--- config.mk ---
export PLATFORM = sky130hd
export DESIGN_NAME = ej32_rs_ctl
export DESIGN_NICKNAME = d
export VERILOG_FILES = /design/src/rtl/ej32_rs_ctl.sv
export SDC_FILE = /design/constraint.sdc
export NUM_CORES = 1
export LEC_CHECK = 0
export ABC_AREA = 0
export CAP_MARGIN = 20
export CORE_ASPECT_RATIO = 1.5
export CORE_MARGIN = 5
export CORE_UTILIZATION = 45
export CTS_CLUSTER_SIZE = 12
export DETAILED_ROUTE_END_ITERATION = 10
export SYNTH_ARGS = -nofsm -noshare
export SYNTH_HDL_FRONTEND = slang
export SYNTH_SLANG_ARGS = --single-unit
export TNS_END_PERCENT = 20
--- constraint.sdc ---
create_clock -name clk -period 16.1 [get_ports clk]
set_input_delay 2.415 -clock clk [delete_from_list [all_inputs] [get_ports clk]]
set_output_delay 2.415 -clock clk [all_outputs]
set_load 0.05 [all_outputs]
--- src/rtl/ej32_rs_ctl.sv ---
// rtl/ej32_rs_ctl.sv - eJ32 return-stack controller: top-of-stack register over a single-port sync-read RAM
module ej32_rs_ctl #(
  parameter int RS_DEPTH = 32,
  parameter int DSZ      = 32,
  parameter int SSZ      = 5
) (
  input  logic           clk,
  input  logic           rst,
  input  logic           op_valid,
  input  logic [1:0]     op,
  input  logic [DSZ-1:0] wd,
  input  logic           pick_valid,
  input  logic [SSZ-1:0] pick_idx,
  output logic           rdy,
  output logic [DSZ-1:0] r,
  output logic [SSZ:0]   depth,
  output logic           empty,
  output logic           full,
  output logic [DSZ-1:0] pick_data,
  output logic           pick_done,
  input  logic           err_clr,
  output logic           ovf,
  output logic           unf
);

  localparam logic [1:0]   OP_NOP    = 2'd0;
  localparam logic [1:0]   OP_PUSH   = 2'd1;
  localparam logic [1:0]   OP_POP    = 2'd2;
  localparam logic [1:0]   OP_MOVE   = 2'd3;
  localparam logic [SSZ:0] DEPTH_MAX = (SSZ+1)'(RS_DEPTH);
  localparam logic [SSZ:0] ONE       = (SSZ+1)'(1);
  localparam logic [SSZ:0] TWO       = (SSZ+1)'(2);

  typedef enum logic [1:0] {S_IDLE, S_REFILL, S_PICK} state_t;
  typedef enum logic [1:0] {PS_TOP, PS_RAM, PS_ZERO} pick_src_t;

  state_t    state, state_nxt;
  pick_src_t pick_src, pick_src_nxt;

  logic [DSZ-1:0] r_nxt, pick_data_nxt;
  logic [SSZ:0]   depth_nxt;
  logic           pick_done_nxt;
  logic           ovf_set, unf_set;

  logic           ram_we, ram_re;
  logic [SSZ-1:0] ram_addr;
  logic [DSZ-1:0] ram_q;
  logic [DSZ-1:0] mem [RS_DEPTH-1];

  logic [SSZ:0] depth_m1, depth_m2, pick_pos;
  logic         op_take;

  assign depth_m1 = depth - ONE;
  assign depth_m2 = depth - TWO;
  assign pick_pos = depth_m1 - {1'b0, pick_idx};
  assign op_take  = op_valid && (op != OP_NOP);

  assign rdy   = (state == S_IDLE);
  assign empty = (depth == '0);
  assign full  = (depth == DEPTH_MAX);

  always_comb begin
    state_nxt     = state;
    pick_src_nxt  = pick_src;
    r_nxt         = r;
    depth_nxt     = depth;
    pick_data_nxt = pick_data;
    pick_done_nxt = 1'b0;
    ovf_set       = 1'b0;
    unf_set       = 1'b0;
    ram_we        = 1'b0;
    ram_re        = 1'b0;
    ram_addr      = '0;

    case (state)
      S_IDLE: begin
        if (op_take) begin
          case (op)
            OP_PUSH: begin
              if (full) begin
                ovf_set = 1'b1;
              end else begin
                // Spill the current top into RAM before it is replaced.
                if (!empty) begin
                  ram_we   = 1'b1;
                  ram_addr = depth_m1[SSZ-1:0];
                end
                r_nxt     = wd;
                depth_nxt = depth + ONE;
              end
            end
            OP_MOVE: begin
              if (empty) unf_set = 1'b1;
              else       r_nxt   = wd;
            end
            OP_POP: begin
              if (empty) begin
                unf_set = 1'b1;
              end else if (depth == ONE) begin
                r_nxt     = '0;
                depth_nxt = '0;
              end else begin
                ram_re    = 1'b1;
                ram_addr  = depth_m2[SSZ-1:0];
                depth_nxt = depth_m1;
                state_nxt = S_REFILL;
              end
            end
            default: ;
          endcase
        end else if (pick_valid) begin
          state_nxt = S_PICK;
          if ({1'b0, pick_idx} >= depth) begin
            unf_set      = 1'b1;
            pick_src_nxt = PS_ZERO;
          end else if (pick_idx == '0) begin
            pick_src_nxt = PS_TOP;
          end else begin
            ram_re       = 1'b1;
            ram_addr     = pick_pos[SSZ-1:0];
            pick_src_nxt = PS_RAM;
          end
        end
      end
      S_REFILL: begin
        r_nxt     = ram_q;
        state_nxt = S_IDLE;
      end
      S_PICK: begin
        case (pick_src)
          PS_TOP:  pick_data_nxt = r;
          PS_RAM:  pick_data_nxt = ram_q;
          default: pick_data_nxt = '0;
        endcase
        pick_done_nxt = 1'b1;
        state_nxt     = S_IDLE;
      end
      default: state_nxt = S_IDLE;
    endcase
  end

  always_ff @(posedge clk) begin
    if (rst) state <= S_IDLE;
    else     state <= state_nxt;
  end

  always_ff @(posedge clk) begin
    if (rst) begin
      r         <= '0;
      depth     <= '0;
      pick_data <= '0;
      pick_done <= 1'b0;
      pick_src  <= PS_ZERO;
      ovf       <= 1'b0;
      unf       <= 1'b0;
    end else begin
      r         <= r_nxt;
      depth     <= depth_nxt;
      pick_data <= pick_data_nxt;
      pick_done <= pick_done_nxt;
      pick_src  <= pick_src_nxt;
      // A new error in the same cycle as err_clr keeps the flag set.
      ovf       <= (ovf & ~err_clr) | ovf_set;
      unf       <= (unf & ~err_clr) | unf_set;
    end
  end

  // Single port: a write and a read are never requested together.
  always_ff @(posedge clk) begin
    if (ram_we)      mem[ram_addr] <= r;
    else if (ram_re) ram_q         <= mem[ram_addr];
  end

endmodule

**Word-level counts from Yosys, hierarchy flattened**

Memory sizes are Yosys's and may differ from the RTL's. A register that Yosys moved wholly into a read port is not among the register bits.
Index checks and enable logic that the tools add are counted.

- Flip-flop bits (word level): 77
- RAM bits: 992
- Input port bits: 44
- Output and inout port bits: 76
- Word-level logic and storage cells: 112
- Memories: 1

Memory list:

| name | depth | width | rd ports | clocked after memory_dff | wr ports | line | source |
|---|---|---|---|---|---|---|---|
| mem | 31 | 32 | 1 | 1 | 1 | 48 | `logic [DSZ-1:0] mem [RS_DEPTH-1];` |

- Add/subtract/negate cells: 4
- $lt $le $gt $ge: 1
- Equality and inequality tests: 19
- Multiplexer cells: 55
- Bitwise operators: 8
- Reduce and logical (&&, ||, !) cells: 16

Operators by type and width:

| kind | count |
|---|---|
| 2-to-1 mux 32 bit | 5 |
| case mux 32 bit (2 select lines) | 2 |
| case mux 32 bit (3 select lines) | 1 |
| 2-to-1 mux 5 bit | 9 |
| 2-to-1 mux 1 bit | 27 |
| 2-to-1 mux 6 bit | 3 |
| 2-to-1 mux 2 bit | 6 |
| != test 3 bit, second input constant | 4 |
| case mux 6 bit (2 select lines) | 1 |
| case mux 5 bit (2 select lines) | 1 |
| != test 2 bit, second input constant | 4 |
| nonzero test 2 bit | 4 |
| AND reduction 7 bit | 1 |
| adder 6 x 1 -> 6 bit, second input constant | 1 |
| equality test 2 x 1 -> 1 bit, second input constant | 3 |
| equality test 2 bit, second input constant | 3 |
| equality test 6 x 1 -> 1 bit, second input constant | 1 |
| equality test 6 bit, second input constant | 1 |
| >= comparator 5 x 6 -> 1 bit | 1 |
| zero test 6 bit | 1 |
| subtractor 6 x 1 -> 6 bit, second input constant | 1 |
| zero test 5 bit | 1 |
| AND reduction 5 bit | 1 |
| subtractor 5 x 2 -> 5 bit, second input constant | 1 |
| other kinds (12) | 20 |

**Longest topological paths before layout**

Gate-level depths: netlist of the first run.

- Depth after elaboration: 8
- Depth in mapped cells: 17
- Gate-level depth less buffers: 13

**Least setup slack after synthesis of the first run**

Ideal clock, no wire load.

- Kind: input-to-reg
- From: in pick_idx[3]
- To: reg ram_q[0] (read register of mem), enable pin
- Setup time: 0.461 ns
- Arrival time: 6.184 ns
- Required time: 15.639 ns
- Slack: 9.455 ns
- Cell stages on the path: 8
- Buffers on the path: 2
- Cell sequence: ha_1 > a21o_1 > a21oi_1 > o22a_1 > buf_1 > clkbuf_1 > a21oi_1 > nor3_1

- Longest elaborated chain between the ends: 7
- Elaborated cells between the ends (all ways): 14
- Those cells by class: add/sub (1); order compare (1); mux (10); reduce/logical (2)

RTL lines:

| item | line | source |
|---|---|---|
| from (decl) | 13 | `input logic [SSZ-1:0] pick_idx,` |
| parallel branches: the longest is 7 deep, another holds subtractor 5 bit | -- |  |
| to (decl) | 47 | `logic [DSZ-1:0] ram_q;` |

Several ways; the timed one is not identified.
A chain may end at the register's enable or synchronous reset.

**Final worst setup path of the first run**

- From: in pick_idx[0]
- To: reg ram_q[1] (read register of mem), data pin

Same word-level chain as after synthesis.

==> results_dict.tcl, run 1 <==
set metrics [dict create \
    synth_top_area_cell "edfxtp_1" \
    cts_resized 0 \
    wl_mm 126 \
    overflow 0 \
    cts_root_buf "clkbuf_16" \
    ys_ff_latch 1101 \
    setup_tns_ns 0 \
    period_share_pct 47.6 \
    place.gp.congestion 0.832 \
    grt_pass1_wl_mm 182 \
    power_density_mw_per_mm2 119 \
    path_cells "clkdlybuf4s50_1 -> ha_1 -> inv_1 -> fa_1 -> nand3_1 -> nor2_1 -> a21o_4 -> buf_4 -> buf_4 -> mux2i_1 -> o221ai_1 -> a32oi_1 -> o32ai_1" \
    core_mm2 0.0984 \
    cp.arrival_ns 8.09 \
    path_clk_slew_ns 0.06 \
    num_io_pins 120 \
    synth-async-reset-ratio_pct 0 \
    worstMarginPinSlew_ns 1.08 \
    final_design_area_no_fill_mm2 0.0507 \
    synth_ff_type "edfxtp_1" \
    vias 25869 \
    drt_iter0_markers 2518 \
    internal_power_mw 4.62 \
    synth_seq_area_share_pct 72.4 \
    synth_edf_count 1024 \
    drtPass1Iterations 6 \
    insertion_delay_ns 0.71 \
    nets 2942 \
    placed_cell_area_mm2 0.0475 \
    die_h_um 396 \
    maxCapViolations 0 \
    switching_share_pct 23.6 \
    first_global_vias 26028 \
    skew_ns 0.0241 \
    syn_area_per_cell_um2 16.3 \
    comb_power_share_pct 9.1 \
    die_w_um 267 \
    p_leak_nw 16.7 \
    crit_path_start_kind "input port" \
    pwr-share-clk_pct 38.4 \
    p_sw_mw 1.43 \
    ys_warn_count 0 \
    peakVddDrop_mv 0.0794 \
    cts_setup_buffers 0 \
    clock_path_buffers 3 \
    yosys.area.top_type_share_pct 69.0 \
    rsz0062_at_grt "no" \
    yosysMostFrequentCell "edfxtp_1" \
    cts_sinks 1101 \
    status "finished clean" \
    hold_buffers 0 \
    synthToLayoutAreaGrowth_pct 13.7 \
    initial_core_util_pct 45.3 \
    final_core_util_pct 51.5 \
    seqPwrFrac_pct 52.5 \
    max_freq_ghz 0.130 \
    postSynthCellCount 2735 \
    worst_setup_path_end_kind "register" \
    drc_errors 0 \
    hold_viol 0 \
    min_period_ns 7.67 \
    track_usage_pct 23.4 \
    synthTopCellsByCount "edfxtp_1, mux2i_1, nor2_1" \
    die_area_mm2 0.106 \
    worstPathRequired_ns 16.52 \
    syn-num-nets 2800 \
    path_class "in2reg" \
    slew_headroom_pct 27.8 \
    slowest_stage "nor2_1" \
    cts_tree "yes" \
    crit_top_cell "buf_4" \
    grt_max_degree 135 \
    slowest_delay_ns 0.83 \
    hpwl_mm 73.4 \
    rows 141 \
    setup_violations 0 \
    wl_per_cell_um 29.8 \
    io_buffers 119 \
    yosys-top-cells-area "edfxtp_1, mux2i_1, dfxtp_1" \
    h-tree-depth 3 \
    cts-buffers-inserted 106 \
    hold_path_class "reg2reg" \
    via_per_inst 6.10 \
    antenna_found_initial 4 \
    ys_types 80 \
    antenna_left 0 \
    drive_above_1_share_pct 15.2 \
    critPathMaxFanout 67 \
    report.final.slew_viol_count 0 \
    synth_area_mm2 0.0446 \
]
[layout by cell type, fill, tap and decap left out, drive strengths merged, types with 4 or more instances in the layout]
cell and n:
a2111oi 6, a211oi 107, a21oi 52, a221oi 10
a22o 4, a22oi 77, a311oi 10, a31o 6
a31oi 33, a32oi 33, and3 52, buf 100
clkbuf 169, clkdlybuf4s50 118, clkinv 12, dfxtp 77
edfxtp 1024, ha 20, inv 44, mux2 86
mux2i 243, mux4 58, nand2 128, nand2b 21
nand3 61, nand4 41, nor2 152, nor2b 8
nor3 7, nor3b 34, o21ai 52, o22ai 19
o32a 17, o32ai 17, or4 9, xnor2 5
[power groups by stage]
stage / clock network, mW / logic (mW) / registers, mW
detailed placement: 0 / 0.542 / 3.24
global route: 2.47 / 0.578 / 3.18
floorplan: 0 / 0.303 / 3.28
global placement: 0 / 0.534 / 3.24
finish: 2.32 / 0.547 / 3.18
CTS: 2.36 / 0.543 / 3.18
[path summary, 6_finish.rpt]
check                    from        to  slack [ns]  depth (start not counted)
setup reg to reg     depth[0]  ram_q[1]        9.61                         13
hold / removal            ovf       ovf        0.50                          2
hold reg to reg           ovf       ovf        0.50                          2
setup / recovery  pick_idx[0]  ram_q[1]        8.43                         13
[area by class of cell]
| cell class | count | area, um2 |
|---|---|---|
| clock buffers | 168 | 2950 |
| repair buffers | 219 | 2040 |
| clock inverters | 18 | 183 |
| diodes | 1 | 2.50 |
| inverters | 42 | 158 |
| well taps | 1287 | 1610 |
| flip-flops and latches | 1101 | 32300 |
| multi-input cells | 1407 | 11500 |
| fillers | 7993 | 47700 |
[logic make-up (layout without fill, tap and decap cells)]
| group | count (synthesis) | count (layout) | synth area share (%) |
|---|---|---|---|
| DFF | 1101 | 1101 | 72.4 |
| and+or+nand+nor | 527 | 527 | 5.91 |
| AOI/OAI and AO/OA | 464 | 464 | 7.74 |
| other | 0 | 1 | 0 |
| muxes | 387 | 387 | 10.6 |
| xor gates and xnor gates | 8 | 8 | 0.188 |
| adders and majority gates | 21 | 21 | 0.606 |
| buffers and inverters | 227 | 447 | 2.57 |
[per-stage QoR]
step           setup WS, ns  hold slack [ns]  instances  total power [mW]
3_5_place_dp           7.90            0.491       4053              3.78
6_report               8.43            0.498       4243              6.05
4_1_cts                8.59            0.506       4239              6.08
3_3_place_gp           8.05            0.485       4050              3.77
5_1_grt                8.25            0.546       4242              6.23
2_1_floorplan          9.45            0.436       2735              3.58
[state kept, by name, summed over array words and instances (netlist names)]
| register | cells |
|---|---|
| depth | 6 |
| mem | 992 |
| ovf | 1 |
| pick_data | 32 |
| pick_done | 1 |
| pick_src | 2 |
| r | 32 |
| ram_q | 32 |
| state | 2 |
| unf | 1 |
[per-layer routing]
metal,GRT usage (%),vias up,part of all wire [%]
li1,-,11179,-
met1,29.9,13337,39
met2,40.8,1143,51
met3,3.47,208,6.5
met4,7.94,2,3.5
met5,0,-,0.010
[critical path: cells and delay by family]
family | cells | cell delay [ns]
compound gates | 4 | 1.45
buf+inv | 4 | 2.13
fa+ha+maj | 2 | 0.69
mux | 1 | 0.30
simple gates | 2 | 0.90
Note: power is estimated with default switching activity, not from simulation.
==> run 2, diff against run 1 <==
Clock period 16.1 ns to 6.8 ns, I/O delays scaled along.
==> results_dict.tcl, run 2 (synthesis gave the netlist of run 1 again) <==
set metrics [dict create \
    io_buffers 119 \
    hold_viol 0 \
    report.final.slew_viol_count 0 \
    worstMarginPinSlew_ns 1.10 \
    final_design_area_no_fill_mm2 0.0511 \
    grt_max_degree 84 \
    initial_core_util_pct 45.3 \
    final_cell_mix "edfxtp_1, mux2i_1, nand2_1" \
    h-tree-depth 3 \
    cts_resized 0 \
    die_w_um 267 \
    final_common_cell "edfxtp_1" \
    cts-buffers-inserted 105 \
    die_h_um 396 \
    vias 26169 \
    p_leak_nw 16.9 \
    max_freq_ghz 0.189 \
    wl_mm 130 \
    setup_tns_ns 0 \
    clock_path_buffers 3 \
    rsz0062_at_grt "no" \
    setup_violations 0 \
    cts_root_buf "clkbuf_16" \
    via_per_inst 6.15 \
    multi_input_area_mm2 0.0115 \
    hold_buffers 0 \
    largest_reg_flops 992 \
    core_mm2 0.0984 \
    min_period_ns 5.30 \
    dp_cells 4080 \
    drtPass1Iterations 5 \
    place.gp.congestion 0.851 \
    track_usage_pct 24.2 \
    drc_errors 0 \
    drt_iter0_markers 2918 \
    rows 141 \
    worst_setup_path_end_kind "register" \
    status "finished clean" \
    cts_sinks 1101 \
    critPathMaxFanout 19 \
    first_global_vias 26487 \
    skew_ns 0.0346 \
    period_share_pct 78.0 \
    synthToLayoutAreaGrowth_pct 14.7 \
    cts_setup_buffers 0 \
    num_io_pins 120 \
    crit_path_start_kind "register" \
    nets 2968 \
    regMostFlops "mem" \
    drive_above_1_share_pct 16.0 \
    fillers 7937 \
    antenna_left 0 \
    regArea_mm2 0.0323 \
    die_area_mm2 0.106 \
    overflow 0 \
    final-instance-count-excl-fill 4258 \
    worstPathRequired_ns 7.14 \
    slew_headroom_pct 26.8 \
    path_class "reg2reg" \
    placed_cell_area_mm2 0.0480 \
    path_clk_slew_ns 0.06 \
    hpwl_mm 77.7 \
    cts_tree "yes" \
    wl_per_cell_um 30.5 \
    insertion_delay_ns 0.72 \
    cp.arrival_ns 5.64 \
    hold_path_class "reg2reg" \
    power_density_mw_per_mm2 279 \
    grt_pass1_wl_mm 187 \
    maxCapViolations 0 \
    peakVddDrop_mv 0.188 \
    antenna_found_initial 0 \
]
-- run 2: per-layer routing --
metal | wire length [um] | share of wire, % | vias to the layer above | track usage, %
met5 | 0 | 0 | - | 0
met2 | 65500 | 50 | 1258 | 41.1
li1 | - | - | 11218 | -
met1 | 49800 | 38 | 13446 | 31.1
met4 | 5570 | 4.3 | 0 | 10.2
met3 | 9110 | 7.0 | 247 | 3.51
-- run 2: per-stage QoR --
stage	hold WS (ns)	utilization [%]	worst slack, ns	power (mW)
finish	0.466	51.9	1.50	14.3
global route	0.488	51.9	1.28	14.7
CTS	0.462	51.8	1.54	14.3
detailed placement	0.448	48.8	1.16	8.98
global placement	0.439	48.7	1.25	8.96
floorplan	0.436	-	1.30	8.48
-- run 2: critical path, cell delays in order (launching register included) --
cell and delay [ns]:
dfxtp_1 0.66, inv_1 0.17, ha_1 0.24, a21boi_0 0.16
xnor2_1 0.53, inv_1 0.09, ha_1 0.32, or3_1 0.38
and4_1 0.31, nor2_2 0.34, nand3_1 0.86, nor2_4 0.34
buf_4 0.47
-- run 2: final timing paths --
kind / startpoint / endpoint / slack [ns] / cells after the start
max: depth[2] / mem[20][17] / 1.50 / 12
min: r[20] / mem[12][20] / 0.47 / 0
max reg2reg: depth[2] / mem[20][17] / 1.50 / 12
min reg2reg: r[20] / mem[12][20] / 0.47 / 0
-- run 2: area by class of cell --
cell class | count | share of cell area [%]
repair buffers | 246 | 4.97
clock inverters | 16 | 0.382
clock buffers | 158 | 5.58
well taps | 1287 | 3.15
diodes | 1 | 0.00489
flip-flops and latches | 1101 | 63.2
multi-input cells | 1407 | 22.4
inverters | 42 | 0.308
-- run 2: report_power, final --
group	switching [mW]	internal, mW
combinational	0.888	0.434
sequential	0.0521	7.48
clock	2.48	2.92
total	3.42	10.8
